## src/rtl/uart_tx_arbiter.sv

```systemverilog
// Two-requester arbiter that frames 16-bit words into 3-byte packets
// (header, low byte, high byte) for an 8N1 UART transmitter.
module uart_tx_arbiter #(
  parameter logic [7:0] HDR_BASE = 8'hA0
) (
  input  logic        clk,
  input  logic        rst,
  input  logic        req0_valid,
  input  logic [15:0] req0_data,
  output logic        req0_ready,
  input  logic        req1_valid,
  input  logic [15:0] req1_data,
  output logic        req1_ready,
  output logic [7:0]  tx_byte,
  output logic        tx_send,
  input  logic        tx_done,
  output logic        busy,
  output logic [15:0] frames_sent
);

  typedef enum logic [1:0] {
    IDLE = 2'd0,
    SEND = 2'd1,
    WAIT = 2'd2
  } state_t;

  // Byte to transmit at a given frame position; header LSB carries the source ID.
  function automatic logic [7:0] frame_byte(input logic [1:0]  idx,
                                            input logic        src,
                                            input logic [15:0] data);
    case (idx)
      2'd0:    frame_byte = {HDR_BASE[7:1], src};
      2'd1:    frame_byte = data[7:0];
      2'd2:    frame_byte = data[15:8];
      default: frame_byte = 8'h00;
    endcase
  endfunction

  state_t      state_r, state_s;
  logic [1:0]  idx_r, idx_s;
  logic [15:0] data_r, data_s;
  logic        src_r, src_s;
  logic        last_r, last_s;
  logic [15:0] frames_r, frames_s;
  logic [7:0]  tx_byte_r, tx_byte_s;
  logic        tx_send_r, tx_send_s;
  logic        busy_r, busy_s;
  logic        grant_s;
  logic        accept_s;
  logic [1:0]  idx_inc_s;

  // Round-robin grant: on contention, favour the requester not served last.
  always_comb begin
    grant_s = 1'b0;
    if (req0_valid && req1_valid) begin
      grant_s = ~last_r;
    end else if (req1_valid) begin
      grant_s = 1'b1;
    end else begin
      grant_s = 1'b0;
    end
  end

  assign req0_ready = !rst && (state_r == IDLE) && req0_valid && !grant_s;
  assign req1_ready = !rst && (state_r == IDLE) && req1_valid &&  grant_s;
  assign accept_s   = req0_ready || req1_ready;
  assign idx_inc_s  = idx_r + 2'd1;

  // Frame sequencer: next-state and next-output computation.
  always_comb begin
    state_s   = state_r;
    idx_s     = idx_r;
    data_s    = data_r;
    src_s     = src_r;
    last_s    = last_r;
    frames_s  = frames_r;
    tx_byte_s = tx_byte_r;
    tx_send_s = 1'b0;
    case (state_r)
      IDLE: begin
        if (accept_s) begin
          data_s    = grant_s ? req1_data : req0_data;
          src_s     = grant_s;
          last_s    = grant_s;
          idx_s     = 2'd0;
          state_s   = SEND;
          tx_send_s = 1'b1;
          tx_byte_s = frame_byte(2'd0, grant_s, 16'h0000);
        end else begin
          state_s = IDLE;
        end
      end
      SEND: begin
        // tx_done is deliberately not looked at here.
        state_s = WAIT;
      end
      WAIT: begin
        if (tx_done) begin
          if (idx_r == 2'd2) begin
            frames_s = frames_r + 16'd1;
            idx_s    = 2'd0;
            state_s  = IDLE;
          end else begin
            idx_s     = idx_inc_s;
            state_s   = SEND;
            tx_send_s = 1'b1;
            tx_byte_s = frame_byte(idx_inc_s, src_r, data_r);
          end
        end else begin
          state_s = WAIT;
        end
      end
      default: begin
        state_s = IDLE;
        idx_s   = 2'd0;
      end
    endcase
    busy_s = (state_s != IDLE);
  end

  // State and output registers with synchronous reset.
  always_ff @(posedge clk) begin
    if (rst) begin
      state_r   <= IDLE;
      idx_r     <= 2'd0;
      data_r    <= 16'h0000;
      src_r     <= 1'b0;
      last_r    <= 1'b1;
      frames_r  <= 16'h0000;
      tx_byte_r <= 8'h00;
      tx_send_r <= 1'b0;
      busy_r    <= 1'b0;
    end else begin
      state_r   <= state_s;
      idx_r     <= idx_s;
      data_r    <= data_s;
      src_r     <= src_s;
      last_r    <= last_s;
      frames_r  <= frames_s;
      tx_byte_r <= tx_byte_s;
      tx_send_r <= tx_send_s;
      busy_r    <= busy_s;
    end
  end

  assign tx_byte     = tx_byte_r;
  assign tx_send     = tx_send_r;
  assign busy        = busy_r;
  assign frames_sent = frames_r;

endmodule

```

## config.mk

```make
export PLATFORM = sky130hd
export DESIGN_NAME = uart_tx_arbiter
export DESIGN_NICKNAME = d
export VERILOG_FILES = /design/src/rtl/uart_tx_arbiter.sv
export SDC_FILE = /design/constraint.sdc
export NUM_CORES = 1
export LEC_CHECK = 0
export ABC_AREA = 0
export ABC_CLOCK_PERIOD_IN_PS = 2700
export BUFFER_PORTS_ARGS = -buffer_cell sky130_fd_sc_hd__buf_4
export CAP_MARGIN = 15
export CORE_MARGIN = 2
export CORE_UTILIZATION = 35
export DETAILED_ROUTE_END_ITERATION = 8
export PLACE_DENSITY = 0.66
export SETUP_SLACK_MARGIN = 0.4
export SLEW_MARGIN = 25
export SYNTH_ARGS = -nofsm -noshare
export SYNTH_HDL_FRONTEND = slang
export SYNTH_SLANG_ARGS = --single-unit
```

## constraint.sdc

```tcl
create_clock -name clk -period 2.7 [get_ports clk]
set_clock_uncertainty 0.05 [all_clocks]
set_input_delay 0.135 -clock clk [delete_from_list [all_inputs] [get_ports clk]]
set_output_delay 0.135 -clock clk [all_outputs]
set_load 0.005 [all_outputs]
```

==> flow_summary.yaml, run 1 <==
outcome:
  outcome: "completed"
grt:
  grt_pass1_wl_um: 8260
  grt_pass1_vias: 1818
  grt_max_degree: 52
  antenna_found_initial: 0
  grt_use_total_pct: 14.2
  grt_remaining_overflow: 0
setup_path:
  r2r_slack_ns: 0.60
  reg2reg_depth: 4
  critPathCaptureType: "flip-flop"
  arrival_ns: 2.28
  critPathMaxFanout: 18
  worstSetupPathType: "flip-flop to flip-flop"
  startpoint_type: "flip-flop"
  cp.required_ns: 2.88
power:
  power_per_cell_area_nw_per_um2: 511
  power.share.clock_pct: 34.2
  vdd_drop_max_mv: 0.210
  p_seq_share_pct: 52.1
  p_switching_w: 0.000350
  p_int_w: 0.00112
  p_leak_nw: 1.15
  switching_share_pct: 23.7
  p_comb_share_pct: 13.6
hold_path:
  hold_path_class: "input port to flip-flop"
  hold_depth: 4
clock_tree:
  cts_resized: 0
  post_cts_buffers: 0
  htree_levels: 2
  cts_tree: "built"
  cts_hold_buf: 0
  clock_latency_ns: 0.29
  clk_pin_slew_ns: 0.08
  cts.sinks: 48
  clockBufferDepth: 2
  cts-buffers-inserted: 5
  clockRootBuffer: "clkbuf_8"
cells_and_area:
  multiInputGateArea_um2: 1190
  layout_common_cells: "buf_4 (67), dfxtp_1 (48), nor2_1 (40)"
  area_growth_pct: 29.2
  finalInstanceArea_um2: 2880
  fill_cells: 613
  drive_above_1_share_pct: 26.8
  nNetsFinal: 350
  final_common_cell: "buf_4"
  seqCellArea_um2: 961
  n_antenna_cell: 0
sta:
  finalCritPeriodShare_pct: 77.8
  max_slew.worst_pin.slew_ns: 0.577
  grt_setup_unrepaired: "no"
  drv_slew: 0
  tns_ns: 0
  max_slew_margin_pct: 61.5
  fmax_ghz: 0.476
  finalSetupViolations: 0
  hold_viol_final: 0
  min_period_ns: 2.10
synth:
  synth_nets: 291
  synth_area_um2: 2230
  syn_area_per_cell_um2: 8.82
  synth_ff_type: "dfxtp_1"
  synth-seq-cells: 48
  postSynthCellCount: 253
  ys_warn_count: 0
  synth_cell_type_count: 42
  synth_edf_count: 0
  async_flop_share_pct: 0
  yosysSeqAreaShare_pct: 43.1
detailed_routing:
  via_count: 1938
  wirelength_um: 4820
  drtPass1Iterations: 4
  route.detailed.drc: 0
  ant_nets: 0
  drt_iter0_markers: 75
  viasPerCell: 4.97
  wl_per_cell_um: 12.4
die:
  die_width_um: 83.8
  core_area_um2: 6240
  die_area_um2: 7030
  ios: 65
  initial_core_util_pct: 35.7
  row_count: 29
  die_h_um: 83.8
flow_run:
  max_cap_viol_count: 0
placed_design:
  gp_congestion: 0.771
  io_buffers: 64
  placed_area_um2: 2770
  dp_hpwl_um: 3520
## synthesized netlist by cell type (all sizes together) (2+ instances only)
cell / instances / area share, %
nand2: 14 / 2.4
nand2b: 2 / 0.56
dfxtp: 48 / 43
nor4: 3 / 0.84
o21ai: 7 / 1.6
nand3: 4 / 0.90
nor2b: 5 / 1.4
xnor2: 5 / 2.0
a21oi: 15 / 3.4
a211oi: 16 / 5.4
nor3: 5 / 1.1
buf: 8 / 1.6
nor2: 41 / 6.9
mux2: 3 / 1.5
or3: 13 / 3.9
clkbuf: 7 / 1.2
xor2: 2 / 0.79
nand4: 4 / 1.1
mux2i: 25 / 11
inv: 6 / 1.0
## final timing paths
kind,startpoint,end
setup / recovery,idx_r[0]$_SDFFE_PP0P_,tx_byte[2]$_SDFFE_PP0P_
hold / removal,req1_valid,last_r$_SDFFE_PP1P_
setup reg to reg,idx_r[0]$_SDFFE_PP0P_,tx_byte[2]$_SDFFE_PP0P_
hold reg to reg,tx_byte[3]$_SDFFE_PP0P_,tx_byte[3]$_SDFFE_PP0P_
## layer usage
layer | up-vias | global-route usage (%) | wire [um]
li1 | 1015 | - | -
met1 | 860 | 19.3 | 2370
met2 | 61 | 21.5 | 2110
met3 | 2 | 5.04 | 310
met4 | 0 | 3.96 | 25
met5 | - | 0 | 0
## power by group through the flow
stage	sequential (W)	combinational, W	clock [W]
final	0.000768	0.000201	0.000504
after global routing	0.000773	0.000225	0.000553
after CTS	0.000768	0.000203	0.000522
after detailed placement	0.000784	0.000202	0
after global placement	0.000784	0.000200	0
after floorplan	0.000776	0.000126	0
## cell type report
type                            count  share of cell area (%)
Inverter                            6                   0.782
Sequential cell                    48                    33.3
Timing Repair Buffer               67                    17.5
Clock buffer                        6                    2.52
Clock inverter                      2                    1.22
Tap cell                           77                    3.34
Multi-Input combinational cell    184                    41.3
## cell families (layout without fill, tap and decap cells)
family | count (synthesis) | in the layout | synth area share, %
muxes | 28 | 28 | 12.7
AOI/OAI and AO/OA | 48 | 48 | 14.0
xor gates and xnor gates | 7 | 7 | 2.75
buffers and inverters | 21 | 81 | 3.81
and+or+nand+nor | 100 | 100 | 23.1
DFF | 48 | 48 | 43.1
adders and majority gates | 1 | 1 | 0.561
## state kept, by name (all words and copies together) (netlist names)
name,flops
idx_r,2
data_r,16
tx_send,1
src_r,1
busy,1
last_r,1
frames_sent,16
tx_byte,8
state_r,2
## metrics by stage
| step | total power, W | setup slack (ns) | utilization (%) | cells | hold WS, ns |
|---|---|---|---|---|---|
| final | 0.00147 | 0.598 | 46.2 | 390 | 0.129 |
| after global routing | 0.00155 | 0.414 | 46.2 | 390 | 0.120 |
| after CTS | 0.00149 | 0.603 | 46.2 | 390 | 0.122 |
| after detailed placement | 0.000987 | 0.619 | 44.4 | 382 | 0.403 |
| after global placement | 0.000983 | 0.686 | 44.4 | 382 | 0.399 |
| after floorplan | 0.000902 | 0.960 | - | 253 | 0.275 |
## worst max-delay path, cell delays in order (launching register included)
cell	delay (ns)
dfxtp_1	0.67
nor2b_1	0.16
o32a_1	0.56
or3_1	0.44
a21oi_1	0.14
No activity file was read; power rests on OpenSTA's default activity.
==> run 2: changes to the inputs <==
--- a/config.mk
+++ b/config.mk
@@ -5,14 +5,14 @@
 export SDC_FILE = /design/constraint.sdc
 export NUM_CORES = 1
 export LEC_CHECK = 0
-export ABC_AREA = 0
-export ABC_CLOCK_PERIOD_IN_PS = 2700
+export ABC_AREA = 1
+export ABC_CLOCK_PERIOD_IN_PS = 2110
 export BUFFER_PORTS_ARGS = -buffer_cell sky130_fd_sc_hd__buf_4
 export CAP_MARGIN = 15
 export CORE_MARGIN = 2
 export CORE_UTILIZATION = 35
 export DETAILED_ROUTE_END_ITERATION = 8
-export PLACE_DENSITY = 0.66
+export PLACE_DENSITY = 0.65
 export SETUP_SLACK_MARGIN = 0.4
 export SLEW_MARGIN = 25
 export SYNTH_ARGS = -nofsm -noshare
==> constraint.sdc (replaced) <==
create_clock -name clk -period 2.11 [get_ports clk]
set_clock_uncertainty 0.05 [all_clocks]
set_input_delay 0.1055 -clock clk [delete_from_list [all_inputs] [get_ports clk]]
set_output_delay 0.1055 -clock clk [all_outputs]
set_load 0.005 [all_outputs]
==> flow_summary.yaml, run 2 <==
cells_and_area:
  final_common_cell: "nand2_1"
  n_antenna_cell: 0
  drive_above_1_share_pct: 22.6
  area_growth_pct: 24.3
  layout_common_cells: "nand2_1 (98), buf_4 (65), nor2_1 (51)"
  nNetsFinal: 440
  finalInstanceArea_um2: 3010
detailed_routing:
  drt_iter0_markers: 117
  via_count: 2346
  wirelength_um: 5730
  route.detailed.drc: 0
  wl_met2_um: 2660
  ant_nets: 0
  top_layer: "met4"
  drtPass1Iterations: 5
  wl_met3_um: 363
  wl_per_cell_um: 11.9
  wl_met1_um: 2610
  viasPerCell: 4.87
die:
  die_width_um: 87.2
  initial_core_util_pct: 35.9
  row_count: 30
  die_h_um: 87.2
  die_area_um2: 7600
  ios: 65
  core_area_um2: 6760
sta:
  finalCritPeriodShare_pct: 72.5
  min_period_ns: 1.53
  tns_ns: 0
  finalSetupViolations: 0
  worst_hold_slack_ns: 0.0126
  grt_setup_unrepaired: "no"
  fmax_ghz: 0.654
  drv_slew: 0
  max_slew.worst_pin.slew_ns: 0.415
  hold_viol_final: 0
  max_slew_margin_pct: 72.3
setup_path:
  cp.required_ns: 2.26
  arrival_ns: 1.68
  critPathMaxFanout: 32
  critPathCaptureType: "flip-flop"
  worstSetupPathType: "flip-flop to flip-flop"
  startpoint_type: "flip-flop"
clock_tree:
  clk_pin_slew_ns: 0.09
  cts-buffers-inserted: 5
  clock_latency_ns: 0.30
  post_cts_buffers: 0
  clockBufferDepth: 2
  cts_tree: "built"
  htree_levels: 2
  clockRootBuffer: "clkbuf_8"
  cts.sinks: 48
  cts_hold_buf: 0
  cts_resized: 0
synth:
  postSynthCellCount: 341
  async_flop_share_pct: 0
  synth_ff_type: "dfxtp_1"
  ys_warn_count: 0
  synth-seq-cells: 48
  synth.area.top_cells: "dfxtp_1 (40%), nand2_1 (15%), nor2_1 (7.9%), o211a_1 (6.6%), nand3_1 (6.2%)"
  synth_nets: 379
  yosysTopAreaCellShare_pct: 39.7
  synth_cell_type_count: 28
  yosysSeqAreaShare_pct: 39.7
  syn_area_per_cell_um2: 7.10
  post-synth-top-count-cell: "nand2_1"
  synth_edf_count: 0
  synth_common_cells: "nand2_1 (98), nor2_1 (51), dfxtp_1 (48)"
  synth_top_area_cell: "dfxtp_1"
  synth_area_um2: 2420
placed_design:
  io_buffers: 64
  gp_congestion: 0.833
  dp_hpwl_um: 4280
  placed_area_um2: 2930
outcome:
  outcome: "completed"
grt:
  antenna_found_initial: 0
  grt_use_total_pct: 15.7
  grt_pass1_vias: 2131
  grt_remaining_overflow: 0
  grt_pass1_wl_um: 9460
  grt_max_degree: 41
power:
  vdd_drop_max_mv: 0.389
  p_leak_nw: 1.52
  power_per_cell_area_nw_per_um2: 622
hold_path:
  hold_path_class: "input port to flip-flop"
flow_run:
  max_cap_viol_count: 0
run 2: cell count changes in the layout (fill, tap and decap cells not counted), sizes merged, moves of 5 or more:
cell and change:
o21ai +8, inv +27, or3 -13, nand3 +29
a211oi -16, nor2 +13, xnor2 -5, mux2i -25
nand2 +92, nor2b -5, o211a +16
run 2: through the flow:
stage               cells  utilization (%)  power (W)  setup WS [ns]
floorplan             341                -    0.00125          0.848
global placement      475             43.4    0.00137          0.643
detailed placement    475             43.4    0.00137          0.582
CTS                   482             44.6    0.00189          0.573
global route          482             44.6    0.00197          0.421
finish                482             44.6    0.00187          0.580
run 2: cell families after synthesis:
| group | after synthesis | synth area share (%) |
|---|---|---|
| fa+ha+maj | 1 | 0.516 |
| buf+inv | 44 | 8.63 |
| compound gates | 46 | 13.2 |
| simple gates | 202 | 38.0 |
| flops | 48 | 39.7 |
run 2: final timing paths:
check                            from                            to  slack (ns)  cells past startpoint
hold reg to reg    src_r$_SDFFE_PP0P_            src_r$_SDFFE_PP0P_        0.42                      2
setup reg to reg  last_r$_SDFFE_PP1P_       data_r[15]$_SDFFE_PP0P_        0.58                      7
setup / recovery  last_r$_SDFFE_PP1P_       data_r[15]$_SDFFE_PP0P_        0.58                      7
hold / removal                    rst  frames_sent[12]$_SDFFE_PP0P_        0.01                      2
run 2: routing by layer:
metal | GRT usage [%] | up-vias
li1 | - | 1215
met1 | 19.7 | 1052
met2 | 26.3 | 70
met3 | 3.32 | 9
met4 | 6.15 | 0
met5 | 0 | -
run 2: worst max-delay path: stages, from the launching register on:
cell and delay, ns:
dfxtp_1 0.33, nand2_2 0.07, nand2_4 0.13, inv_4 0.22, nand2_8 0.09, nand2_4 0.26
nand3_1 0.13, o211a_1 0.13
run 2: final cells by class:
class / instances / area (um2)
clock buffers: 6 / 72.6
clock inverters: 1 / 5.00
fillers: 698 / 3750
inverters: 33 / 131
multi-input cells: 249 / 1250
flip-flops and latches: 48 / 961
well taps: 80 / 100
repair buffers: 65 / 488
run 2: where the power goes:
part / total, W / leakage, nW / internal [W] / switching (W)
registers: 0.00101 / 0.393 / 0.000972 / 0.0000374
clock network: 0.000524 / 0.0410 / 0.000226 / 0.000298
logic: 0.000338 / 1.09 / 0.000152 / 0.000186
total: 0.00187 / 1.52 / 0.00135 / 0.000521
==> run 3: changes to the inputs <==
--- a/config.mk
+++ b/config.mk
@@ -6,13 +6,13 @@
 export NUM_CORES = 1
 export LEC_CHECK = 0
 export ABC_AREA = 1
-export ABC_CLOCK_PERIOD_IN_PS = 2110
+export ABC_CLOCK_PERIOD_IN_PS = 1300
 export BUFFER_PORTS_ARGS = -buffer_cell sky130_fd_sc_hd__buf_4
 export CAP_MARGIN = 15
 export CORE_MARGIN = 2
 export CORE_UTILIZATION = 35
 export DETAILED_ROUTE_END_ITERATION = 8
-export PLACE_DENSITY = 0.65
+export PLACE_DENSITY = 0.67
 export SETUP_SLACK_MARGIN = 0.4
 export SLEW_MARGIN = 25
 export SYNTH_ARGS = -nofsm -noshare
==> constraint.sdc (replaced) <==
create_clock -name clk -period 1.3 [get_ports clk]
set_clock_uncertainty 0.05 [all_clocks]
set_input_delay 0.065 -clock clk [delete_from_list [all_inputs] [get_ports clk]]
set_output_delay 0.065 -clock clk [all_outputs]
set_load 0.005 [all_outputs]
==> flow_summary.yaml, run 3 (synthesized netlist as in run 2, its figures left out) <==
detailed_routing:
  via_count: 2639
  wirelength_um: 7070
  ant_nets: 0
  viasPerCell: 4.93
  route.detailed.drc: 0
  wl_per_cell_um: 13.2
  drtPass1Iterations: 4
  drt_iter0_markers: 75
cells_and_area:
  nNetsFinal: 492
  fill_cells: 653
  finalInstanceArea_um2: 3800
  final_common_cell: "nand2_1"
  multiInputGateArea_um2: 1490
  drive_above_1_share_pct: 45.3
  seqCellArea_um2: 1010
  area_growth_pct: 57.1
  n_antenna_cell: 0
  layout_common_cells: "nand2_1 (93), buf_4 (89), nor2_1 (41)"
setup_path:
  critPathCaptureType: "flip-flop"
  cp.required_ns: 1.44
  worstSetupPathType: "flip-flop to flip-flop"
  startpoint_type: "flip-flop"
  critPathMaxFanout: 5
  arrival_ns: 1.61
die:
  die_width_um: 87.2
  initial_core_util_pct: 35.9
  core_area_um2: 6760
  row_count: 30
  die_h_um: 87.2
  ios: 65
  die_area_um2: 7600
power:
  p_switching_w: 0.000976
  p_seq_share_pct: 47.5
  power.total_w: 0.00344
  power.share.clock_pct: 28.9
  vdd_drop_max_mv: 0.638
  p_comb_share_pct: 23.6
  p_leak_nw: 1.88
  power_per_cell_area_nw_per_um2: 903
  p_int_w: 0.00246
  switching_share_pct: 28.4
sta:
  max_slew_margin_pct: 72.3
  hold_viol_final: 0
  finalSetupViolations: 43
  drv_slew: 0
  min_period_ns: 1.47
  setup_slack_ns: -0.171
  grt_setup_unrepaired: "yes"
  finalCritPeriodShare_pct: 113
  fmax_ghz: 0.680
  max_slew.worst_pin.slew_ns: 0.415
outcome:
  outcome: "complete, but fails checks"
  violations: "negative setup slack"
clock_tree:
  clockBufferDepth: 2
  cts_tree: "built"
  htree_levels: 2
  cts.sinks: 48
  clock_latency_ns: 0.30
  cts-buffers-inserted: 5
  clockRootBuffer: "clkbuf_8"
  clk_pin_slew_ns: 0.09
placed_design:
  dp_hpwl_um: 4650
  io_buffers: 64
  gp_congestion: 0.825
  placed_area_um2: 3220
grt:
  grt_pass1_vias: 2519
  grt_pass1_wl_um: 11000
  grt_max_degree: 41
  grt_use_total_pct: 18.2
  antenna_found_initial: 0
  grt_remaining_overflow: 0
hold_path:
  hold_path_class: "input port to flip-flop"
flow_run:
  max_cap_viol_count: 0
## run 3: metrics by stage
stage | setup WS (ns) | hold WS (ns) | util, % | TNS [ns] | std cells
6_report | -0.171 | 0.0454 | 56.3 | -2.22 | 535
5_1_grt | -0.259 | 0.0528 | 56.3 | -5.63 | 535
4_1_cts | -0.112 | 0.0404 | 52.3 | -2.30 | 519
3_5_place_dp | -0.0911 | 0.362 | 47.7 | -1.36 | 501
3_3_place_gp | -0.0474 | 0.355 | 47.7 | -0.756 | 501
2_1_floorplan | 0.0765 | 0.213 | - | 0 | 341
## run 3: power by group through the flow
stage / Combinational, W / Clock [W] / Sequential (W)
after global placement: 0.000633 / 0 / 0.00167
final: 0.000812 / 0.000991 / 0.00163
after floorplan: 0.000379 / 0 / 0.00166
after global routing: 0.000888 / 0.00110 / 0.00164
after CTS: 0.000709 / 0.00103 / 0.00163
after detailed placement: 0.000646 / 0 / 0.00167
## run 3: timing repair
| action | 4_1_cts | 5_1_grt |
|---|---|---|
| setup buffers | 9 | 14 |
| cloned | 1 | 2 |
| pin swaps | 10 | 10 |
| endpoints found under the setup margin | 66 | 71 |
| hold endpoints to repair | 0 | 0 |
| hold buffers | 0 | 0 |
| resized for setup | 51 | 37 |
## run 3: final cells by class
cell class	instances	area share, %
Clock buffer	7	2.56
Clock inverter	1	0.132
Inverter	33	3.85
Multi-Input combinational cell	252	39.2
Sequential cell	48	26.7
Tap cell	80	2.63
Timing Repair Buffer	114	25.0
## run 3: layer usage
| metal | global-route usage (%) | part of all wire [%] | vias to the layer above |
|---|---|---|---|
| met5 | 0 | 0 | - |
| met4 | 6.01 | 2.1 | 0 |
| met3 | 3.70 | 4.2 | 11 |
| met2 | 34.6 | 54 | 73 |
| met1 | 19.8 | 39 | 1223 |
| li1 | - | - | 1332 |
## run 3: path summary, 6_finish.rpt
| kind | startpoint | endpoint | slack (ns) | cells after the start |
|---|---|---|---|---|
| worst min-delay path | req1_data[8] | data_r[8]$_SDFFE_PP0P_ | 0.05 | 4 |
| worst max-delay path | state_r[0]$_SDFF_PP0_ | frames_sent[5]$_SDFFE_PP0P_ | -0.17 | 10 |
| worst min register to register | frames_sent[3]$_SDFFE_PP0P_ | frames_sent[3]$_SDFFE_PP0P_ | 0.42 | 1 |
| worst max register to register | state_r[0]$_SDFF_PP0_ | frames_sent[5]$_SDFFE_PP0P_ | -0.17 | 10 |
## run 3: critical path, stage by stage (launching register included)
cell and delay [ns]:
dfxtp_2 0.35, buf_6 0.12, inv_4 0.04, nand3_4 0.11, nor2_8 0.18, buf_4 0.14
buf_4 0.09, buf_4 0.09, nand2_2 0.04, o21ai_1 0.11, a21oi_1 0.04
